<file path="config.mk">
export PLATFORM = sky130hd
export DESIGN_NAME = prbs_point_gen_flat
export DESIGN_NICKNAME = d
export VERILOG_FILES = /design/src/rtl/prbs_point_gen_if.sv /design/src/rtl/prbs_point_gen.sv /design/src/flat_wrapper.sv
export SDC_FILE = /design/constraint.sdc
export NUM_CORES = 1
export LEC_CHECK = 0
export CORE_ASPECT_RATIO = 0.5
export CORE_UTILIZATION = 55
export CTS_BUF_LIST = sky130_fd_sc_hd__clkbuf_16
export DETAILED_ROUTE_END_ITERATION = 16
export HOLD_SLACK_MARGIN = 0.02
export PLACE_DENSITY = 0.78
export SLEW_MARGIN = 20
export SYNTH_ARGS = -nofsm -noshare
export SYNTH_HDL_FRONTEND = slang
export SYNTH_SLANG_ARGS = --single-unit
</file>
<file path="constraint.sdc">
create_clock -name clk -period 2.9 [get_ports clk]
set_clock_uncertainty 0.1 [all_clocks]
set_input_delay 0.58 -clock clk [delete_from_list [all_inputs] [get_ports clk]]
set_output_delay 0.58 -clock clk [all_outputs]
set_load 0.01 [all_outputs]
</file>
<file path="src/rtl/prbs_point_gen_if.sv">
// Point stream between prbs_point_gen (master) and its consumer (slave).
interface prbs_point_gen_if #(
  parameter int COORD_W = 12
);
  logic               out_valid;
  logic               out_ready;
  logic [COORD_W-1:0] x_out;
  logic [COORD_W-1:0] y_out;
  logic               last;

  modport master (output out_valid, x_out, y_out, last, input out_ready);
  modport slave  (input out_valid, x_out, y_out, last, output out_ready);
endinterface

</file>
<file path="src/rtl/prbs_point_gen.sv">
// Bounded stream of pseudo-random (x, y) pairs from two 32-bit Galois LFSRs.
// Define PRBS_LEAP_EN to advance each LFSR COORD_W steps per sample.
module prbs_point_gen #(
  parameter int          COORD_W  = 12,
  parameter logic [31:0] SEED     = 32'h0000_0001,
  parameter logic [31:0] Y_XOR    = 32'h5A5A_5A5A,
  parameter logic [31:0] TAP_MASK = 32'h8020_0003
) (
  input  logic                   clk,
  input  logic                   rst,
  input  logic                   start,
  input  logic [31:0]            num_samples,
  input  logic                   seed_load,
  input  logic [31:0]            seed,
  prbs_point_gen_if.master       pt,
  output logic                   busy,
  output logic                   done
);
  typedef enum logic [1:0] {IDLE, RUN, DONE} state_t;

  function automatic logic [31:0] seed_fix(input logic [31:0] v);
    return (v == 32'd0) ? 32'd1 : v;
  endfunction

  function automatic logic [31:0] lfsr_step(input logic [31:0] s);
    return (s >> 1) ^ (s[0] ? TAP_MASK : 32'd0);
  endfunction

  function automatic logic [31:0] lfsr_adv(input logic [31:0] s);
    logic [31:0] r;
    r = s;
`ifdef PRBS_LEAP_EN
    for (int i = 0; i < COORD_W; i++) r = lfsr_step(r);
`else
    r = lfsr_step(r);
`endif
    return r;
  endfunction

  localparam logic [31:0] RST_X = (SEED == 32'd0) ? 32'd1 : SEED;
  localparam logic [31:0] RST_Y = ((SEED ^ Y_XOR) == 32'd0) ? 32'd1 : (SEED ^ Y_XOR);

  state_t             state_q, state_d;
  logic [31:0]        lfsr_x_q, lfsr_x_d, lfsr_y_q, lfsr_y_d;
  logic [31:0]        n_q, n_d, cnt_q, cnt_d;
  logic               valid_q, valid_d, last_q, last_d;
  logic               busy_q, busy_d, done_q, done_d;
  logic [COORD_W-1:0] x_q, x_d, y_q, y_d;
  logic [31:0]        src_x, src_y, step_x, step_y;

  always_comb begin
    state_d  = state_q;
    lfsr_x_d = lfsr_x_q;
    lfsr_y_d = lfsr_y_q;
    n_d      = n_q;
    cnt_d    = cnt_q;
    valid_d  = valid_q;
    last_d   = last_q;
    busy_d   = busy_q;
    done_d   = 1'b0;
    x_d      = x_q;
    y_d      = y_q;
    // A seed load in the same cycle as start feeds the first step directly.
    src_x    = lfsr_x_q;
    src_y    = lfsr_y_q;
    if (state_q == IDLE && seed_load) begin
      src_x = seed_fix(seed);
      src_y = seed_fix(seed ^ Y_XOR);
    end
    step_x = lfsr_adv(src_x);
    step_y = lfsr_adv(src_y);

    case (state_q)
      IDLE: begin
        lfsr_x_d = src_x;
        lfsr_y_d = src_y;
        if (start) begin
          if (num_samples != 32'd0) begin
            n_d      = num_samples;
            cnt_d    = 32'd0;
            lfsr_x_d = step_x;
            lfsr_y_d = step_y;
            x_d      = step_x[COORD_W-1:0];
            y_d      = step_y[COORD_W-1:0];
            valid_d  = 1'b1;
            busy_d   = 1'b1;
            last_d   = (num_samples == 32'd1);
            state_d  = RUN;
          end else begin
            done_d = 1'b1;
          end
        end
      end
      RUN: begin
        if (valid_q && pt.out_ready) begin
          if (last_q) begin
            valid_d = 1'b0;
            last_d  = 1'b0;
            done_d  = 1'b1;
            state_d = DONE;
          end else begin
            lfsr_x_d = step_x;
            lfsr_y_d = step_y;
            x_d      = step_x[COORD_W-1:0];
            y_d      = step_y[COORD_W-1:0];
            cnt_d    = cnt_q + 32'd1;
            last_d   = (cnt_q + 32'd1 == n_q - 32'd1);
          end
        end
      end
      DONE: begin
        busy_d  = 1'b0;
        state_d = IDLE;
      end
      default: state_d = IDLE;
    endcase
  end

  always_ff @(posedge clk) begin
    if (rst) begin
      state_q  <= IDLE;
      lfsr_x_q <= RST_X;
      lfsr_y_q <= RST_Y;
      n_q      <= 32'd0;
      cnt_q    <= 32'd0;
      valid_q  <= 1'b0;
      last_q   <= 1'b0;
      busy_q   <= 1'b0;
      done_q   <= 1'b0;
      x_q      <= '0;
      y_q      <= '0;
    end else begin
      state_q  <= state_d;
      lfsr_x_q <= lfsr_x_d;
      lfsr_y_q <= lfsr_y_d;
      n_q      <= n_d;
      cnt_q    <= cnt_d;
      valid_q  <= valid_d;
      last_q   <= last_d;
      busy_q   <= busy_d;
      done_q   <= done_d;
      x_q      <= x_d;
      y_q      <= y_d;
    end
  end

  assign pt.out_valid = valid_q;
  assign pt.last      = last_q;
  assign pt.x_out     = x_q;
  assign pt.y_out     = y_q;
  assign busy         = busy_q;
  assign done         = done_q;
endmodule
</file>
<file path="src/flat_wrapper.sv">
// flat-port wrapper written by rule: the top's interface ports become plain ports
module prbs_point_gen_flat 
#(
  parameter int          COORD_W  = 12,
  parameter logic [31:0] SEED     = 32'h0000_0001,
  parameter logic [31:0] Y_XOR    = 32'h5A5A_5A5A,
  parameter logic [31:0] TAP_MASK = 32'h8020_0003
)
  (clk, rst, start, num_samples, seed_load, seed, busy, done, pt_out_valid, pt_x_out, pt_y_out, pt_last, pt_out_ready);
  prbs_point_gen_if #(.COORD_W(COORD_W)) pt_i ();
  input  logic clk;
  input  logic rst;
  input  logic start;
  input  logic [31:0] num_samples;
  input  logic seed_load;
  input  logic [31:0] seed;
  output logic busy;
  output logic done;
  output wire logic [$bits(pt_i.out_valid)-1:0] pt_out_valid;
  output wire logic [$bits(pt_i.x_out)-1:0] pt_x_out;
  output wire logic [$bits(pt_i.y_out)-1:0] pt_y_out;
  output wire logic [$bits(pt_i.last)-1:0] pt_last;
  input wire logic [$bits(pt_i.out_ready)-1:0] pt_out_ready;
  assign pt_out_valid = pt_i.out_valid;
  assign pt_x_out = pt_i.x_out;
  assign pt_y_out = pt_i.y_out;
  assign pt_last = pt_i.last;
  assign pt_i.out_ready = pt_out_ready;
  prbs_point_gen #(.COORD_W(COORD_W), .SEED(SEED), .Y_XOR(Y_XOR), .TAP_MASK(TAP_MASK)) u_core (.clk(clk), .rst(rst), .start(start), .num_samples(num_samples), .seed_load(seed_load), .seed(seed), .pt(pt_i), .busy(busy), .done(done));
endmodule
</file>
==> run summary <==
Worst-Margin Slew = 1116 ps
CP Launch Type = register
final setup vio count = 0
r2r setup slk = 120 ps
Row Count = 32
Avg Cell Area, Syn = 7.470 um^2
outcome = finished, final reports clean
Worst R2R Path Depth = 9
Lkg Pwr = 0.004652 uW
worst vdd ir = 474.6 uV
final core occ = 73.92%
Post-synth EDFFs = 0
fmax = 0.3602 GHz
Setup WS post-layout = 123.4 ps
area grow syn2layout = 27.56%
Synth area leader = dfxtp_1
Final nets = 1435
routed len/inst = 17.22 um
Worst setup EP type = register
fin crit period = 2777 ps
first-iteration detailed-routing DRC count = 892
CP max FO = 6
YS warnings = 0
Non-Filler Instances = 1598
Slew Limit Fails = 0
Main synth FF type = dfxtp_1
Critical R2R Capture = u_core.pt.last
share of layout cells above drive strength 1 = 12.64%
Final ANT Viol Nets = 0
Final Hold Viols = 0
CTS tree = done
Post-Syn Instances = 1230
Yosys cell types = 60
pre-CTS setup slack = -238.4 ps
# clock sinks = 158
routability congestion estimate = 0.9686
pin count of the biggest net entering global routing = 106
DRC = 0
Commonest cells post-synth = 195 x nand2_1, 158 x dfxtp_1, 143 x a21oi_1
hpwl dp = 19050 um
unrepaired setup endpoints after global routing = false
crit path DAT = 3040 ps
chip width = 184.8 um
Setup CP Type = register to register
post-synth top area share = 34.43%
ys async rst share = 0%
initial antenna violation count = 0
Root Driver = clkbuf_16
RR Startpoint = u_core.cnt_q[10]
Worst Path Required = 3160 ps
Max-Cap Viols = 0
Hold/Removal Path Class = register to register
Via-to-Cell Ratio = 6.140
Mapped Nets = 1301
Seq cells post-synth = 158
Initial Util = 57.95%
I/O pins = 97
Die Ht = 93.39 um
CTS Buf Count = 17
core box area = 15860 um^2
hold depth = 2
sequential area share after synthesis = 34.43%
ranking of synthesized cells by area = dfxtp_1 34%, nand2_1 8.0%, a21oi_1 7.8%, mux2i_1 5.2%, nor2_1 5.2%
global-route wire length before repair = 44730 um
mapped cell area = 9188 um^2
Clock Path Buffers = 2
Fill cells = 1220
routed vias = 9811
ant diodes = 0
hold path endpoint = u_core.lfsr_x_q[18]
die area = 17260 um^2
wirelength, routed = 27510 um
hold path startpoint = u_core.lfsr_x_q[18]
drt pass-1 iters = 6
Overflow after GRT = 0
most frequent cell after synthesis = nand2_1
period utilisation layout = 95.75%
vias in the first global route = 9063
Worst-Skew Late Latency = 440 ps
hold slack = 354.9 ps
Global Route Usage Sum = 32.37%
count of input and output buffers = 96
dpl cells = 1562
Worst-path clk slew = 70 ps
worst slew margin relative to its limit = 25.58%
H-tree levels = 4
Pwr Density = 543.4 nW/um^2
## per-layer routing
layer | GRT usage (%) | wire length, um
met5 | 0 | 0
met4 | 9.711 | 574
met3 | 5.607 | 2363
met2 | 52.76 | 12440
met1 | 43.79 | 12130
## kinds of logic (layout without fill, tap and decap cells)
group | after synthesis | after routing | synth area share, %
buffers and inverters | 101 | 248 | 4.385
xor gates and xnor gates | 61 | 61 | 6.414
and+or+nand+nor | 564 | 564 | 29.92
muxes | 50 | 50 | 5.475
DFF | 158 | 158 | 34.43
AOI/OAI and AO/OA | 294 | 294 | 19.11
adders and majority gates | 2 | 2 | 0.2723
## state kept, by name, indices dropped and copies added (netlist names)
name and flops:
u_core.cnt_q 32, u_core.lfsr_x_q 32, u_core.lfsr_y_q 32, u_core.n_q 32
u_core.pt.x_out 12, u_core.pt.y_out 12, u_core.state_q 2, u_core.busy 1
u_core.done 1, u_core.pt.last 1, u_core.pt.out_valid 1
## how the worst max path moves through the flow
| stage | to | cells past startpoint | from |
|---|---|---|---|
| after detailed placement | u_core.lfsr_y_q[5] | 11 | num_samples[3] |
| after CTS | u_core.pt.last | 10 | u_core.n_q[0] |
| after floorplan | u_core.pt.last | 10 | u_core.cnt_q[0] |
| after global placement | u_core.lfsr_y_q[30] | 10 | num_samples[3] |
| after global routing | u_core.pt.last | 10 | u_core.n_q[1] |
| final | u_core.pt.last | 9 | u_core.cnt_q[10] |
## worst max-delay path, stage by stage, from the launching register on
cell	delay, ps
dfxtp_1	430
nand4_1	280
nor4_2	390
buf_4	190
nand4_1	100
xnor2_1	400
xnor3_1	400
a21oi_1	130
nand4_1	100
o2bb2ai_1	160
## stage by stage
stage	cell area (um^2)	TNS, ps	power, uW
floorplan	9188	0	3416
global placement	11030	-15710	3953
detailed placement	11030	-20530	4002
CTS	11640	0	6357
global route	11720	0	6644
finish	11720	0	6369
## cell usage in the layout, fill, tap and decap left out, types with 17 or more instances in the layout
| cell type | instances |
|---|---|
| a211oi_1 | 27 |
| a21oi_1 | 141 |
| and2_1 | 21 |
| buf_4 | 104 |
| clkbuf_16 | 17 |
| clkdlybuf4s50_1 | 95 |
| dfxtp_1 | 155 |
| mux2i_1 | 48 |
| nand2_1 | 195 |
| nand3_1 | 53 |
| nand4_1 | 24 |
| nor2_1 | 127 |
| nor3_1 | 36 |
| nor4_1 | 29 |
| o21ai_0 | 46 |
| xnor2_1 | 40 |
| xor2_1 | 17 |
## power breakdown
part	internal [uW]	switching [uW]
Sequential	2350	134
Combinational	709	809
Clock	1320	1050
Total	4370	2000
## timing repair
action | CTS | global route
resized for setup | 0 | 11
hold buffers | 0 | 0
buffers inserted | 0 | 4
endpoints found under the setup margin | 0 | 1
## final cells by class
class,instances,area (um^2),area share (%)
clock buffers,17,425.4,3.630
flip-flops and latches,158,3167,27.02
inverters,8,30.03,0.2562
repair buffers,208,1912,16.31
well taps,221,276.5,2.359
multi-input cells,971,5718,48.79
clock inverters,15,191.4,1.633
(Power assumes the default switching activity.)
